[src/rtl/cpu_types_pkg.sv]
// Shared CPU/memory types.
//   word_t      : 32-bit data/address word
//   ramstate_t  : RAM model handshake state (FREE/BUSY/ACCESS/ERROR)
//   arb_state_t : ram_arbiter FSM state
package cpu_types_pkg;
  typedef logic [31:0] word_t;
  typedef enum logic [1:0] {FREE, BUSY, ACCESS, ERROR} ramstate_t;
  typedef enum logic {ARB_IDLE, ARB_GRANT} arb_state_t;
endpackage

[src/rtl/rr_picker.sv]
// Round-robin picker: first set bit of pend at or after ptr, wrapping mod NREQ.
//   pend  : pending vector
//   ptr   : starting index (must be < NREQ)
//   valid : any bit of pend set
//   idx   : chosen index
module rr_picker #(
  parameter int NREQ = 4,
  parameter int IW   = (NREQ > 1) ? $clog2(NREQ) : 1
) (
  input  logic [NREQ-1:0] pend,
  input  logic [IW-1:0]   ptr,
  output logic            valid,
  output logic [IW-1:0]   idx
);
  // Scan farthest offset first so the nearest pending index is written last.
  always_comb begin
    valid = 1'b0;
    idx   = '0;
    for (int k = NREQ - 1; k >= 0; k--) begin
      if (pend[(int'(ptr) + k) % NREQ]) begin
        valid = 1'b1;
        idx   = IW'((int'(ptr) + k) % NREQ);
      end
    end
  end
endmodule

[src/rtl/ram_arbiter.sv]
// Round-robin arbiter sharing one RAM port among NREQ cache requesters.
// One transaction at a time; grant held until RAM reports ACCESS.
// Optional LL/SC reservation tracking: define ARB_LLSC_EN.
//   CLK, nRST           : clock, async active-low reset
//   req_ren/wen/atomic  : per-requester request (wen wins; atomic = LL/SC)
//   req_addr/req_store  : per-requester address / write data
//   req_wait/req_load   : per-requester hold / read data or SC result
//   ramREN/WEN/addr/store, ramload, ramstate : RAM port
module ram_arbiter
  import cpu_types_pkg::*;
#(
  parameter int NREQ = 4
) (
  input  logic                 CLK,
  input  logic                 nRST,
  input  logic [NREQ-1:0]      req_ren,
  input  logic [NREQ-1:0]      req_wen,
  input  logic [NREQ-1:0]      req_atomic,
  input  word_t [NREQ-1:0]     req_addr,
  input  word_t [NREQ-1:0]     req_store,
  output logic [NREQ-1:0]      req_wait,
  output word_t [NREQ-1:0]     req_load,
  output logic                 ramREN,
  output logic                 ramWEN,
  output word_t                ramaddr,
  output word_t                ramstore,
  input  word_t                ramload,
  input  ramstate_t            ramstate
);
  localparam int IW = (NREQ > 1) ? $clog2(NREQ) : 1;

  arb_state_t      state_q, state_d;
  logic [IW-1:0]   g_q, g_d;
  logic [IW-1:0]   rr_ptr_q, rr_ptr_d;
  logic [IW-1:0]   g_next;
  logic [NREQ-1:0] pend;
  logic            pick_valid;
  logic [IW-1:0]   pick_idx;
  logic            g_sc;
`ifdef ARB_LLSC_EN
  logic [NREQ-1:0]       link_valid_q, link_valid_d;
  logic [NREQ-1:0][29:0] link_addr_q, link_addr_d;
  logic                  g_ll, g_linked;
`endif

  assign pend   = req_ren | req_wen;
  assign g_next = (g_q == IW'(NREQ - 1)) ? '0 : g_q + IW'(1);

  rr_picker #(.NREQ(NREQ), .IW(IW)) u_pick (
    .pend  (pend),
    .ptr   (rr_ptr_q),
    .valid (pick_valid),
    .idx   (pick_idx)
  );

  always_comb begin
    state_d  = state_q;
    g_d      = g_q;
    rr_ptr_d = rr_ptr_q;
    req_wait = pend;
    req_load = '0;
    ramREN   = 1'b0;
    ramWEN   = 1'b0;
    ramaddr  = '0;
    ramstore = '0;
    g_sc     = req_atomic[g_q] & req_wen[g_q];
`ifdef ARB_LLSC_EN
    link_valid_d = link_valid_q;
    link_addr_d  = link_addr_q;
    g_ll         = req_atomic[g_q] & req_ren[g_q] & ~req_wen[g_q];
    g_linked     = link_valid_q[g_q] & (link_addr_q[g_q] == req_addr[g_q][31:2]);
`endif
    case (state_q)
      ARB_IDLE: begin
        if (pick_valid) begin
          g_d     = pick_idx;
          state_d = ARB_GRANT;
        end
      end
      ARB_GRANT: begin
        if (!pend[g_q]) begin
          // Abort: requester withdrew; address/data still mirror it this cycle.
          ramaddr  = req_addr[g_q];
          ramstore = req_store[g_q];
          state_d  = ARB_IDLE;
          rr_ptr_d = g_next;
        end
`ifdef ARB_LLSC_EN
        else if (g_sc && !g_linked) begin
          // Failed SC never reaches RAM; it completes at once with result 0.
          req_wait[g_q]     = 1'b0;
          link_valid_d[g_q] = 1'b0;
          state_d           = ARB_IDLE;
          rr_ptr_d          = g_next;
        end
`endif
        else begin
          ramaddr  = req_addr[g_q];
          ramstore = req_store[g_q];
          ramWEN   = req_wen[g_q];
          ramREN   = req_ren[g_q] & ~req_wen[g_q];
          if (ramstate == ACCESS) begin
            req_wait[g_q] = 1'b0;
            req_load[g_q] = g_sc ? 32'd1 : ramload;
            state_d       = ARB_IDLE;
            rr_ptr_d      = g_next;
`ifdef ARB_LLSC_EN
            if (g_ll) begin
              link_valid_d[g_q] = 1'b1;
              link_addr_d[g_q]  = req_addr[g_q][31:2];
            end
            if (req_wen[g_q]) begin
              // A store kills every other reservation on the same word.
              for (int i = 0; i < NREQ; i++)
                if (i != int'(g_q) && link_addr_q[i] == req_addr[g_q][31:2])
                  link_valid_d[i] = 1'b0;
            end
            if (g_sc) link_valid_d[g_q] = 1'b0;
`endif
          end
        end
      end
      default: state_d = ARB_IDLE;
    endcase
  end

  always_ff @(posedge CLK or negedge nRST) begin
    if (!nRST) begin
      state_q  <= ARB_IDLE;
      g_q      <= '0;
      rr_ptr_q <= '0;
`ifdef ARB_LLSC_EN
      link_valid_q <= '0;
      link_addr_q  <= '0;
`endif
    end else begin
      state_q  <= state_d;
      g_q      <= g_d;
      rr_ptr_q <= rr_ptr_d;
`ifdef ARB_LLSC_EN
      link_valid_q <= link_valid_d;
      link_addr_q  <= link_addr_d;
`endif
    end
  end
endmodule

[config.mk]
export PLATFORM = sky130hd
export DESIGN_NAME = ram_arbiter
export DESIGN_NICKNAME = d
export VERILOG_FILES = /design/src/rtl/cpu_types_pkg.sv /design/src/rtl/rr_picker.sv /design/src/rtl/ram_arbiter.sv
export SDC_FILE = /design/constraint.sdc
export NUM_CORES = 1
export LEC_CHECK = 0
export CAP_MARGIN = 20
export CELL_PAD_IN_SITES_DETAIL_PLACEMENT = 0
export CELL_PAD_IN_SITES_GLOBAL_PLACEMENT = 2
export CORE_AREA = 2 2 198 200
export DETAILED_ROUTE_END_ITERATION = 16
export DIE_AREA = 0 0 200 202
export PLACE_DENSITY = 0.79
export RECOVER_POWER = 100
export SETUP_SLACK_MARGIN = 0.05
export SYNTH_ARGS = -nofsm -noshare
export SYNTH_HDL_FRONTEND = slang
export SYNTH_HIERARCHICAL = 1
export SYNTH_SLANG_ARGS = --single-unit
[constraint.sdc]
create_clock -name CLK -period 3.5 [get_ports CLK]
set_clock_uncertainty 0.15 [all_clocks]
set_input_delay 1.05 -clock CLK [delete_from_list [all_inputs] [get_ports CLK]]
set_output_delay 1.05 -clock CLK [all_outputs]
set_load 0.05 [all_outputs]
==> out/results.tsv <==
metric	value	unit
status	finished with violations	
failing checks	setup timing	
crit path launch type	input pin	
Top FF cell, synth	dfrtp_1	
io pins	502	
clock buffer depth	2	
largest net degree at the start of global routing	63	
Die ar.	0.0404	mm^2
RD Place Congestion	0.794	
worst r2r path cells	4	
CTS HTree Levels	1	
Core Region	0.0383	mm^2
VDD IR max	0.454	mV
Root Driver	clkbuf_16	
RSZ-0062 raised after global routing	yes	
Switching Share	53.9	%
EDFF count, synth	0	
iteration count of the initial detailed-routing pass	4	
initial drt markers	144	
number of global-route vias before repair	5908	
r2r endpoint	rr_ptr_q[1]	
Flop pwr share	2.7	%
Core Rows	72	
Synth Warn #	6	
initial cell density of the core	8.78	%
routing usage on met1	15.0	%
Synth top cells by count	nor2_1 (123), and2_1 (68), mux4_2 (67), nand2_1 (37), clkbuf_1 (14)	
vias per inst	3.72	
post-route cell area	0.0130	mm^2
met3 usage	3.24	%
R2R setup slack	1.28	ns
Worst setup endpoint	req_load[88]	
Max stage delay on crit path	0.56	ns
CP Launch Point	req_atomic[3]	
CTS tree	built	
total track usage	12.7	%
syn avg cell area	8.68	um^2
largest cells by area after synthesis	mux4_2 (45%), nor2_1 (14%), and2_1 (13%)	
Final Hold Viols	0	
Rel. slew slack	67.7	%
placed cell area	0.0109	mm^2
I/O Buffers	501	
Die X	200	um
first-pass GRT wire length	38400	um
placed wire-length estimate	21600	um
final worst-path cycle share	107	%
Critical Path Slowest Stage Cell	mux4_2	
Post-Synth Simple-Gate Area	39.4	%
main combinational cell family by area after synthesis	multiplexers	
top cell type's share of synthesized area	44.9	%
R2R Path Start	g_q[0]	
CP Capture Type	output pin	
min-delay worst type	reg2reg	
GRT Residual Overflow	0	
max-slew violations	0	
Synth cell types	31	
Compound-Gate Fraction of Synth Area	1.56	%
Post-Synthesis Cells	387	
biggest area consumer among synthesized cells	mux4_2	
Top Usage Layer GRT	met2	
Clock Latency Late Sink	0.23	ns
Net Switching	4.22	mW
buffer and inverter count on the worst path	4	
DR WL/cell	18.6	um
Power Dens Cells	603	mW/mm^2
Top delay family on crit path	multiplexers	
xor and xnor area share after synthesis	0	%
cell with the most instances after synthesis	nor2_1	
setup TNS	-21.64	ns
Die Ht	202	um
post-synthesis mux area share	45.9	%
ys async rst share	100	%
synthesized-area fraction occupied by adder cells	1.49	%
Comb pwr share	94.9	%
Routed Wire Length	26800	um
synthesized cell area	0.00336	mm^2
layout cell share with drive strength beyond 1	60.5	%
post-synthesis sequential area ratio	3.72	%
Leakage	5.39	nW
FF+latch count, synth	5	
CTS clk-pin slew, worst paths	0.03	ns
Critical Path Most Common Cell	buf_12	
post-route ant nets	0	
post-route setup slack	-0.231	ns
Critical Path AT	2.53	ns
met2 GRT Util	23.7	%
via count	5360	
Residual DRC	0	
highest clock rate	268	MHz
Final #Nets	1227	
Crit Path Max Fanout	8	
Sink Count	5	
required time worst endpoint	2.30	ns
Slew @ Worst Pin	0.485	ns
Pint	3.61	mW
initial antenna violation count	3	
Final Util	33.9	%
maxcap violations	0	
critical setup path kind	in2out	
critical-path cell list	buf_6 -> mux4_2 -> nand2_8 -> buf_12 -> buf_12 -> nand2_8 -> nor2_4 -> buf_12	
Crit. path cell count	8	
Filler cells	3767	
Syn-to-layout area delta	286	%
Post-Syn Nets	695	
Worst Hold Slack	0.434	ns
CTS buffer count	3	
Final min period	3.73	ns
Clock Power Share	2.4	%
endpoints failing setup	133	
-- registers in the layout, indices dropped and copies added (netlist names) --
| register | cells |
|---|---|
| g_q | 2 |
| rr_ptr_q | 2 |
| state_q | 1 |
-- how the worst min path moves through the flow --
stage,start,endpoint,slack [ns],depth (start not counted)
2_1_floorplan,rr_ptr_q[0],rr_ptr_q[0],0.39,1
3_3_place_gp,rr_ptr_q[0],rr_ptr_q[0],0.42,1
3_5_place_dp,rr_ptr_q[0],rr_ptr_q[0],0.43,1
4_1_cts,rr_ptr_q[0],rr_ptr_q[0],0.43,1
5_1_grt,rr_ptr_q[0],rr_ptr_q[0],0.45,1
6_report,rr_ptr_q[0],rr_ptr_q[0],0.43,1
-- through the flow --
stage	setup slack, ns	cells	power, mW
2_1_floorplan	-0.290	387	4.04
3_3_place_gp	-0.789	1413	6.07
3_5_place_dp	-0.846	1413	6.08
4_1_cts	-0.282	1441	7.83
5_1_grt	-0.283	1437	8.20
6_report	-0.231	1439	7.83
-- cell families after synthesis --
group                      count (synthesis)
and+or+nand+nor                          259
AOI/OAI and AO/OA                          8
muxes                                     70
adders and majority gates                  4
buffers and inverters                     41
DFF                                        5
-- cell type report --
type | instances | area (um^2) | area share (%)
repair buffers | 565 | 7630 | 58.8
multi-input cells | 342 | 4470 | 34.4
well taps | 518 | 648 | 5.00
flip-flops and latches | 5 | 131 | 1.01
clock buffers | 4 | 78.8 | 0.608
inverters | 2 | 7.51 | 0.0579
diodes | 3 | 7.51 | 0.0579
-- routing by layer --
| layer | vias to the layer above | wire [um] |
|---|---|---|
| met5 | - | 0 |
| met4 | 0 | 154 |
| met3 | 10 | 2210 |
| met2 | 292 | 14400 |
| met1 | 2607 | 10100 |
| li1 | 2451 | - |
-- timing repair --
action,in CTS,in global routing
buffers inserted,18,2
endpoints found under the hold margin,0,0
gates resized for setup,389,205
hold buffers,0,0
pin swaps,65,15
gates cloned,7,0
endpoints found under the setup margin,189,187
-- cell usage in the layout, fill, tap and decap left out, drive strengths merged --
| cell type | netlist | layout |
|---|---|---|
| and2 | 68 | 68 |
| dlygate4sd2 | 0 | 46 |
| dlymetal6s2s | 0 | 94 |
| diode | 0 | 3 |
| or4 | 1 | 1 |
| or2 | 4 | 4 |
| nor4 | 2 | 2 |
| o21bai | 1 | 1 |
| nor4bb | 1 | 1 |
| nor4b | 2 | 2 |
| nand4 | 4 | 5 |
| mux4 | 67 | 67 |
| nor3b | 2 | 2 |
| dfrtp | 5 | 5 |
| dlygate4sd3 | 0 | 1 |
| inv | 2 | 2 |
| buf | 25 | 270 |
| mux2 | 2 | 2 |
| nand2b | 2 | 2 |
| o21ai | 3 | 3 |
| and3 | 1 | 1 |
| a21oi | 2 | 2 |
| nand2 | 37 | 37 |
| a211oi | 2 | 2 |
| ha | 4 | 4 |
| clkdlybuf4s50 | 0 | 150 |
| nor2 | 133 | 133 |
| nor2b | 2 | 2 |
| clkbuf | 14 | 8 |
| mux2i | 1 | 1 |
-- worst reg2reg max path: stages, from the launching register on --
cell and delay [ns]:
dfrtp_2 0.54, nor4bb_4 0.24, or4_1 0.51, o21ai_0 0.28, mux2_2 0.37
-- power groups by stage --
stage	Sequential (mW)	Combinational (mW)	Clock (mW)
after floorplan	0.110	3.93	0
after global placement	0.191	5.88	0
after detailed placement	0.192	5.88	0
after global routing	0.219	7.78	0.193
after CTS	0.211	7.43	0.190
final	0.209	7.43	0.188
(Power assumes the default switching activity.)
==> patch (config.mk and constraints unchanged) <==
`NREQ` is set to 4 in 2 places; all go to 8.
--- a/src/rtl/rr_picker.sv
+++ b/src/rtl/rr_picker.sv
@@ -5,5 +5,5 @@
 //   idx   : chosen index
 module rr_picker #(
-  parameter int NREQ = 4,
+  parameter int NREQ = 8,
   parameter int IW   = (NREQ > 1) ? $clog2(NREQ) : 1
 ) (
--- a/src/rtl/ram_arbiter.sv
+++ b/src/rtl/ram_arbiter.sv
@@ -10,5 +10,5 @@
   import cpu_types_pkg::*;
 #(
-  parameter int NREQ = 4
+  parameter int NREQ = 8
 ) (
   input  logic                 CLK,
Ports: changed (7 resized); port bits go from 502 to 902. No check against the original RTL was run, so the function may have changed too.
==> patch against the unedited design <==
  * The run now fails in 3_2_place_iop
  * Area after synthesis is 66% higher
==> patch: results <==
[run_status]
firstError = [ERROR PPL-0024] Number of IO pins (902) exceeds maximum number of available positions (722). Increase the die perimeter from 804.00um to 1226.72um.
status = aborted with a tool error
failed_stage = 3_2_place_iop

[logic_synthesis]
seq_area_frac_synth_pct = 3.14
avgSynthCellArea_um2 = 6.32
synth_cell_type_count = 54
ys.flop_type = dfrtp_1
synth_commonest_cells = a22oi_1, nor2_1, a41oi_1, clkbuf_1, nand2_1
synthesis.nets = 1459
synthArstFlopShare_pct = 100
ys_ff_latch = 7
synthTopCellsByArea = a22oi_1, nor2_1, a41oi_1
yosys_warnings = 6
syn_area_mm2 = 0.00558
==> patch: logic make-up after synthesis <==
| family | after synthesis | share of synthesized area [%] |
|---|---|---|
| AO/OA/AOI/OAI | 371 | 50.8 |
| XOR/XNOR | 3 | 0.471 |
| adder cells (fa/ha/maj) | 4 | 0.896 |
| buffers and inverters | 120 | 9.72 |
| flip-flops | 7 | 3.14 |
| multiplexers | 29 | 8.56 |
| AND/OR/NAND/NOR | 349 | 26.4 |
